### config.mk
export PLATFORM = sky130hd
export DESIGN_NAME = udp_payload_feeder
export DESIGN_NICKNAME = d
export VERILOG_FILES = /design/src/rtl/udp_feed_pkg.sv /design/src/rtl/payload_snapshot_fifo.sv /design/src/rtl/udp_payload_feeder.sv
export SDC_FILE = /design/constraint.sdc
export NUM_CORES = 1
export LEC_CHECK = 0
export CAP_MARGIN = 20
export CORE_ASPECT_RATIO = 1.1
export CORE_MARGIN = 2
export CORE_UTILIZATION = 40
export DETAILED_ROUTE_END_ITERATION = 8
export PLACE_DENSITY_LB_ADDON = 0.1
export REMOVE_ABC_BUFFERS = 1
export SYNTH_ARGS = -nofsm -noshare
export SYNTH_HDL_FRONTEND = slang
export SYNTH_SLANG_ARGS = --single-unit
### constraint.sdc
create_clock -name clk -period 5.5 [get_ports clk]
set_clock_uncertainty 0.05 [all_clocks]
set_input_delay 1.65 -clock clk [delete_from_list [all_inputs] [get_ports clk]]
set_output_delay 1.65 -clock clk [all_outputs]
set_load 0.005 [all_outputs]
### src/rtl/udp_feed_pkg.sv
// Shared definitions for the UDP payload feeder: FSM encoding and sizing helpers.
package udp_feed_pkg;

  // Largest UDP payload that fits a standard 1500-byte Ethernet MTU.
  localparam int unsigned MAX_UDP_PAYLOAD = 1472;

  // Feeder FSM encoding.
  localparam logic [1:0] StIdle     = 2'd0;
  localparam logic [1:0] StStart    = 2'd1;
  localparam logic [1:0] StSend     = 2'd2;
  localparam logic [1:0] StWaitDone = 2'd3;

  // Number of 32-bit words needed to carry n bytes.
  function automatic int unsigned ceil_div4(input int unsigned n);
    return (n + 3) / 4;
  endfunction

endpackage

### src/rtl/payload_snapshot_fifo.sv
// Register-based FIFO holding complete payload snapshots. The head entry is
// read straight from the storage flops so a pop can capture it in the same cycle.
module payload_snapshot_fifo #(
  parameter int unsigned WIDTH = 88,
  parameter int unsigned DEPTH = 4
) (
  input  logic                   clk,
  input  logic                   rst_n,
  input  logic                   push,
  input  logic [WIDTH-1:0]       push_data,
  input  logic                   pop,
  output logic [WIDTH-1:0]       head,
  output logic [$clog2(DEPTH):0] level,
  output logic                   full,
  output logic                   empty
);

  localparam int unsigned PtrW = $clog2(DEPTH);

  logic [WIDTH-1:0]  mem_q [DEPTH];
  logic [PtrW-1:0]   wr_ptr_q;
  logic [PtrW-1:0]   rd_ptr_q;
  logic [PtrW:0]     level_q;

  // Pointers wrap naturally because DEPTH is a power of two.
  always_ff @(posedge clk) begin
    if (!rst_n) begin
      wr_ptr_q <= '0;
      rd_ptr_q <= '0;
      level_q  <= '0;
    end else begin
      if (push) wr_ptr_q <= wr_ptr_q + PtrW'(1);
      if (pop)  rd_ptr_q <= rd_ptr_q + PtrW'(1);
      case ({push, pop})
        2'b10:   level_q <= level_q + (PtrW + 1)'(1);
        2'b01:   level_q <= level_q - (PtrW + 1)'(1);
        default: level_q <= level_q;
      endcase
    end
  end

  // Snapshot storage; at full, push and pop share a slot and the pop sees the old entry.
  always_ff @(posedge clk) begin
    if (push) mem_q[wr_ptr_q] <= push_data;
  end

  assign head  = mem_q[rd_ptr_q];
  assign level = level_q;
  assign full  = (level_q == (PtrW + 1)'(DEPTH));
  assign empty = (level_q == '0);

endmodule

### src/rtl/udp_payload_feeder.sv
// Payload source for the UDP transmit path: queues payload snapshots on trigger,
// then feeds each one to the udp block as 32-bit words over tx_req/tx_data.
module udp_payload_feeder
  import udp_feed_pkg::*;
#(
  parameter int unsigned PAYLOAD_BYTES = 11,
  parameter int unsigned DEPTH         = 4,
  parameter int unsigned TIMEOUT       = 65535,
  parameter int unsigned CNT_W         = 16
) (
  input  logic                       clk,
  input  logic                       rst_n,
  input  logic [8*PAYLOAD_BYTES-1:0] i_payload,
  input  logic                       trigger_valid,
  output logic                       tx_start_en,
  output logic [15:0]                tx_byte_num,
  input  logic                       tx_req,
  output logic [31:0]                tx_data,
  input  logic                       tx_done,
  output logic                       busy,
  output logic [$clog2(DEPTH):0]     fifo_level,
  output logic [CNT_W-1:0]           drop_cnt,
  output logic [CNT_W-1:0]           timeout_cnt
);

  localparam int unsigned Words = ceil_div4(PAYLOAD_BYTES);
  localparam int unsigned PayW  = 8 * PAYLOAD_BYTES;
  localparam int unsigned PadW  = 32 * Words;
  localparam int unsigned IdxW  = (Words > 1) ? $clog2(Words) : 1;
  localparam int unsigned TmrW  = (TIMEOUT > 1) ? $clog2(TIMEOUT) : 1;

  if (PAYLOAD_BYTES < 1 || PAYLOAD_BYTES > MAX_UDP_PAYLOAD) begin : g_bad_len
    $error("PAYLOAD_BYTES must be in 1..MAX_UDP_PAYLOAD");
  end
  if (DEPTH < 2 || (DEPTH & (DEPTH - 1)) != 0) begin : g_bad_depth
    $error("DEPTH must be a power of two, at least 2");
  end

  logic [1:0]      state_q;
  logic [PayW-1:0] pkt_q;
  logic [IdxW-1:0] word_idx_q;
  logic [TmrW-1:0] timer_q;
  logic [31:0]     tx_data_q;
  logic [CNT_W-1:0] drop_cnt_q;
  logic [CNT_W-1:0] timeout_cnt_q;

  logic            fifo_full;
  logic            fifo_empty;
  logic [PayW-1:0] fifo_head;
  logic            pop;
  logic            push;
  logic            drop;
  logic            timeout_hit;
  logic [PadW-1:0] pkt_pad;
  logic [31:0]     word_sel;

  assign pop         = (state_q == StIdle) && !fifo_empty;
  // A full FIFO still accepts when the head leaves in the same cycle.
  assign push        = trigger_valid && (!fifo_full || pop);
  assign drop        = trigger_valid && !push;
  assign timeout_hit = (state_q == StWaitDone) && !tx_done && (timer_q == TmrW'(TIMEOUT - 1));

  payload_snapshot_fifo #(
    .WIDTH (PayW),
    .DEPTH (DEPTH)
  ) u_fifo (
    .clk       (clk),
    .rst_n     (rst_n),
    .push      (push),
    .push_data (i_payload),
    .pop       (pop),
    .head      (fifo_head),
    .level     (fifo_level),
    .full      (fifo_full),
    .empty     (fifo_empty)
  );

  // Left-align the packet in a word-multiple vector; trailing pad bytes read as zero.
  always_comb begin
    pkt_pad = '0;
    pkt_pad[PadW-1 -: PayW] = pkt_q;
  end

  assign word_sel = 32'(pkt_pad >> (32 * (Words - 1 - 32'(word_idx_q))));

  // Packet sequencing: pop into the packet register, start pulse, word delivery, done wait.
  always_ff @(posedge clk) begin
    if (!rst_n) begin
      state_q    <= StIdle;
      pkt_q      <= '0;
      word_idx_q <= '0;
      timer_q    <= '0;
      tx_data_q  <= '0;
    end else begin
      case (state_q)
        StIdle: begin
          if (pop) begin
            pkt_q      <= fifo_head;
            word_idx_q <= '0;
            state_q    <= StStart;
          end
        end
        StStart: state_q <= StSend;
        StSend: begin
          if (tx_req) begin
            tx_data_q  <= word_sel;
            word_idx_q <= word_idx_q + IdxW'(1);
            if (word_idx_q == IdxW'(Words - 1)) begin
              timer_q <= '0;
              state_q <= StWaitDone;
            end
          end
        end
        StWaitDone: begin
          // Extra requests past the last word get zero filler.
          if (tx_req) tx_data_q <= '0;
          if (tx_done || timeout_hit) state_q <= StIdle;
          else                        timer_q <= timer_q + TmrW'(1);
        end
        default: state_q <= StIdle;
      endcase
    end
  end

  // Saturating drop and timeout counters.
  always_ff @(posedge clk) begin
    if (!rst_n) begin
      drop_cnt_q    <= '0;
      timeout_cnt_q <= '0;
    end else begin
      if (drop && (drop_cnt_q != '1))           drop_cnt_q    <= drop_cnt_q + CNT_W'(1);
      if (timeout_hit && (timeout_cnt_q != '1)) timeout_cnt_q <= timeout_cnt_q + CNT_W'(1);
    end
  end

  assign tx_start_en = (state_q == StStart);
  assign busy        = (state_q != StIdle);
  assign tx_data     = tx_data_q;
  assign tx_byte_num = 16'(PAYLOAD_BYTES);
  assign drop_cnt    = drop_cnt_q;
  assign timeout_cnt = timeout_cnt_q;

endmodule

Word level (Yosys, flattened, before mapping)

Memory sizes are Yosys's and may differ from the RTL's. A register that Yosys moved wholly into a read port is not among the register bits.
Index checks and enable logic that the tools add are counted.

Register bits after elaboration: 91
Bits in writable memories: 352
Bits of input ports: 93
Output and inout bits: 85
Logic and storage cells: 79
Memories: 1

Memory list:

| name         | words | bits a word | read ports | clocked after memory_dff | write ports | RTL line                    | text |
|---|---|---|---|---|---|---|---|
| u_fifo.mem_q | 4     | 88          | 1          | 1                        | 1           | payload_snapshot_fifo.sv:20 | `logic [WIDTH-1:0] mem_q [DEPTH];` |

Add/subtract/negate cells: 9
Eq/ne operators: 16
Shift-type cells: 1
Muxes and demuxes: 18
Reduce and logical (&&, ||, !) cells: 25

Operator list:

| cell                    | count |
|---|---|
| $shr A96 B32 Y32        | 1 |
| $mux W32                | 2 |
| $pmux W32 S2            | 1 |
| $add A16 B1 Y16 const B | 3 |
| $mux W16                | 3 |
| $ne A16 B16 Y1 const B  | 2 |
| $pmux W16 S2            | 1 |
| $eq A16 B16 Y1 const B  | 1 |
| $mux W2                 | 6 |
| $ne A2 B2 Y1 const B    | 5 |
| $eq A2 B2 Y1 const B    | 4 |
| $pmux W2 S4             | 1 |
| $reduce_and A4 Y1       | 2 |
| $reduce_bool A2 Y1      | 4 |
| $logic_and A1 B1 Y1     | 7 |
| $add A2 B1 Y2 const B   | 3 |
| $pmux W3 S2             | 1 |
| $reduce_and A3 Y1       | 2 |
| $logic_not A1 Y1        | 5 |
| $eq A2 B1 Y1 const B    | 2 |
| $pmux W2 S2             | 1 |
| $add A3 B1 Y3 const B   | 1 |
| $eq A3 B3 Y1 const B    | 1 |
| $logic_not A3 Y1        | 1 |
| other kinds (7)         | 9 |

Logic depth before layout (Yosys ltp)

Word-level depth: 8
Depth in mapped cells: 10

Cells and area by module

Synthesis repeated with hierarchy kept, for this count alone.

Cells, all modules: 1445
Area total of the unflattened synthesis: 20674.8 sq um

By module, submodules not included:

| module                | times used | cells an instance | area each (sq um) |
|---|---|---|---|
| payload_snapshot_fifo | 1          | 506               | 13136.3 |
| udp_payload_feeder    | 1          | 939               | 7538.5 |

Worst setup path before layout

Ideal clock, no wire load.

Path type: input port to flip-flop
Start point: in trigger_valid
End point: mem u_fifo.mem_q[0][0], enable pin
Library setup time: 456 ps
Arrival: 4095 ps
Data required time: 4994 ps
Path slack: 899 ps
Stages: 3
Path through: nor2b_1 -> clkbuf_1 -> and2_1

Longest elaborated chain between the ends: 3

Ends and longest elaborated chain:

| what                          | RTL line                    | text |
|---|---|---|
| start: declaration            | udp_payload_feeder.sv:14    | `input logic trigger_valid,` |
| $logic_and A1 B1 Y1           | udp_payload_feeder.sv:59    | `assign push = trigger_valid && (!fifo_full \|\| pop);` |
| $mux W1                       | payload_snapshot_fifo.sv:44 | `if (push) mem_q[wr_ptr_q] <= push_data;` |
| $mux W1 (implied by the code) | payload_snapshot_fifo.sv:44 |  |
| end: declaration              | payload_snapshot_fifo.sv:20 |  |

Every way passes these cells.

Worst setup path after layout

Start point: reg state_q[1]
End point: out busy

Longest elaborated chain between the ends: 1

Ends and longest elaborated chain:

| what                     | RTL line                  | text |
|---|---|---|
| start: declaration       | udp_payload_feeder.sv:39  | `logic [1:0] state_q;` |
| start signal: assignment | udp_payload_feeder.sv:89  | `state_q <= StIdle;` |
| start signal: assignment | udp_payload_feeder.sv:100 | `state_q <= StStart;` |
| start signal: assignment | udp_payload_feeder.sv:103 | `StStart: state_q <= StSend;` |
| $reduce_bool A2 Y1       | udp_payload_feeder.sv:137 | `assign busy = (state_q != StIdle);` |
| end: declaration         | udp_payload_feeder.sv:20  | `output logic busy,` |

Every way passes these cells.

==> results.yml <==
detailed_routing:
  drt_first_pass_iters: 5
  routed_via_density: 5.197
  drc: 0
  routed_wl_mm: 46.48
  first_iter_violations: 859
  wl_per_cell_um: 20.21
  num_vias: 11950
  antenna_left: 0
pwr:
  ir_drop_uv: 263.9
  finalPower_mw: 10.72
  p_leak_nw: 8.115
  powerDensity_nw_per_um2: 431.5
run:
  cap_violations: 0
setup_path:
  critPathMostFrequentCell: "inv_1"
  r2r_cells: 6
  crit_required_ns: 3.80
  reg2reg_from: "state_q[1]"
  path_delay_family: "buffers and inverters"
  critPathBufInv: 3
  critPathMaxFanout: 10
  crit_arrival_ns: 2.17
  endpoint_kind: "output port"
  path_cells: "inv_1 > ha_1 > inv_1 > clkdlybuf4s50_1"
  regToRegEndpoint: "u_fifo.mem_q[1][71]"
  endpoint: "busy"
  cpPeakStageDelay_ns: 0.48
  slowest_stage: "ha_1"
  ff2ff_setup_slack_ns: 2.55
  start_kind: "flop"
  cp.depth: 4
  cp-startpoint: "state_q[1]"
  worstSetupPathType: "reg2out"
clock_tree:
  worstSkewPairLatency_ns: 0.60
  cts_max_level: 2
  cts_sinks: 531
  numCtsBuffers: 56
  clockBufferDepth: 3
  cts_setup_buffers: 0
  cts_resized: 0
  clk_pin_slew_ns: 0.06
  cts_tree: "built"
  cts_root_buf: "clkbuf_16"
  ctsHoldBuffers: 0
place:
  portBuffers: 161
  post-place-ws_ns: 1.127
  gp_congestion: 0.7715
  dpl.hpwl_mm: 27.17
cells_and_area:
  drive_above_1_share_pct: 13.91
  nets: 1693
  syn_to_final_growth_pct: 20.44
  finish.utilization_pct: 48.57
global_route:
  antenna_found_initial: 1
  grt_pass1_wl_mm: 71.37
  grt.total_usage_pct: 17.51
  grt-ovfl-total: 0
  grt_max_degree: 93
  grt_pass1_vias: 11980
sta:
  rsz0062_at_grt: "false"
  min_period_ns: 3.868
  max_clock_freq_mhz: 258.5
  relSlewSlack_pct: 25.39
  fin_crit_sh_pct: 70.32
  drv_slew: 0
  setup_violations: 0
  finalHoldViolCount: 0
  tightest_slew_ns: 1.114
  finalWorstSetupSlack_ns: 1.632
hold_path:
  min_delay_path_depth: 2
  hold_path.class: "reg2reg"
yosys:
  ys.warnings.count: 0
  synthArstFlopShare_pct: 0
  synth-seq-area-share_pct: 68.60
  yosys.cell_types.count: 64
  syn_inst: 1430
  syn-cell-area_um2: 20630
  synth.avg_cell_area_um2: 14.43
  ys_seq_elements: 531
  synth_edf_count: 352
  synth_ff_type: "edfxtp_1"
die:
  die_w_um: 220.5
  coreArea_um2: 51160
  rows: 87
  ios: 178
  fp.dieH_um: 242.2
  initial_core_util_pct: 40.33
  die_area_um2: 53410
status:
  status: "completed"
==> cells in the mapped netlist (14+ instances only) <==
cell type / instances / area share, %
a22oi_1: 32 / 1.2
buf_4: 16 / 0.58
o21ai_0: 14 / 0.34
mux2i_1: 29 / 1.4
ha_1: 14 / 0.85
nand2_1: 226 / 4.1
nand3_1: 17 / 0.41
nor2_1: 72 / 1.3
mux4_2: 88 / 9.6
o22ai_1: 22 / 0.67
edfxtp_1: 352 / 51
dfxtp_1: 179 / 17
clkbuf_1: 61 / 1.1
xnor2_1: 26 / 1.1
a21oi_1: 106 / 2.6
buf_2: 16 / 0.39
==> area by class of cell <==
type / instances / area (µm²)
clock inverters: 38 / 325.3
multi-input cells: 800 / 6078
clock buffers: 67 / 1463
flip-flops and latches: 531 / 14160
well taps: 667 / 834.6
repair buffers: 183 / 1929
inverters: 13 / 53.80
diodes: 1 / 2.502
fillers: 4466 / 26310
==> worst register-to-register path: cells and delay by family, from the launching register on <==
family	cells	cell delay [ns]
DFF	1	0.34
adders and majority gates	1	0.48
buffers and inverters	2	0.41
and+or+nand+nor	3	1.33
==> how the worst min path moves through the flow <==
stage	from	end	slack, ns
floorplan	pkt_q[0]	pkt_q[0]	0.39
global placement	pkt_q[15]	pkt_q[15]	0.39
detailed placement	pkt_q[10]	pkt_q[10]	0.40
CTS	pkt_q[10]	pkt_q[10]	0.40
global route	pkt_q[17]	pkt_q[17]	0.42
finish	pkt_q[10]	pkt_q[10]	0.40
==> power by group <==
part	switching, mW	total (mW)	internal, mW	leakage [nW]
logic	1.12	2.02	0.899	2.54
clock network	1.53	3.66	2.13	0.884
registers	0.258	5.04	4.79	4.69
total	2.91	10.7	7.81	8.12
==> sequential cells by signal, indices dropped and copies added, names as in the netlist <==
signal / count
tx_data: 32
u_fifo.mem_q: 352
timer_q: 16
state_q: 2
pkt_q: 88
timeout_cnt: 16
u_fifo.rd_ptr_q: 2
u_fifo.level: 3
drop_cnt: 16
word_idx_q: 2
u_fifo.wr_ptr_q: 2
==> per-layer routing <==
metal / wire, µm / track usage, % / up-vias
li1: - / - / 5667
met1: 20390 / 23.11 / 6022
met2: 23410 / 30.01 / 211
met3: 1865 / 3.214 / 53
met4: 809 / 3.863 / 0
met5: 0 / 0 / -
==> cell families (layout without fill, tap and decap cells) <==
kind of cell / after synthesis / after routing / synth area share [%]
xor gates and xnor gates: 32 / 32 / 1.358
muxes: 118 / 118 / 11.07
buffers and inverters: 113 / 301 / 2.480
other: 2 / 17 / 0.03640
DFF: 531 / 531 / 68.60
AOI/OAI and AO/OA: 217 / 217 / 6.471
and+or+nand+nor: 402 / 402 / 9.036
adders and majority gates: 15 / 15 / 0.9461
==> cells in the final DEF (no fill, tap or decap), types with 11 or more instances in the layout <==
master	synthesis	layout
o21ai_0	14	14
xnor2_1	26	26
clkdlybuf4s50_1	0	161
nor2_1	72	71
nand2_1	226	226
conb_1	2	16
edfxtp_1	352	352
inv_1	13	12
a22oi_1	32	32
o22ai_1	22	22
nand3_1	17	17
ha_1	14	13
mux2i_1	29	29
clkinv_2	0	18
buf_4	16	11
nand4_1	12	12
a21oi_1	106	106
dfxtp_1	179	176
mux4_2	88	88
clkbuf_16	0	56
==> per-stage QoR <==
step | cells | setup TNS (ns) | hold WS (ns) | cell area, µm²
finish | 2300 | 0 | 0.4026 | 24850
global route | 2300 | 0 | 0.4206 | 24850
CTS | 2297 | 0 | 0.4038 | 24800
detailed placement | 2192 | 0 | 0.3956 | 23010
global placement | 2191 | 0 | 0.3911 | 22980
floorplan | 1344 | -46.92 | 0.3857 | 20220
No activity file was read; power rests on OpenSTA's default activity.
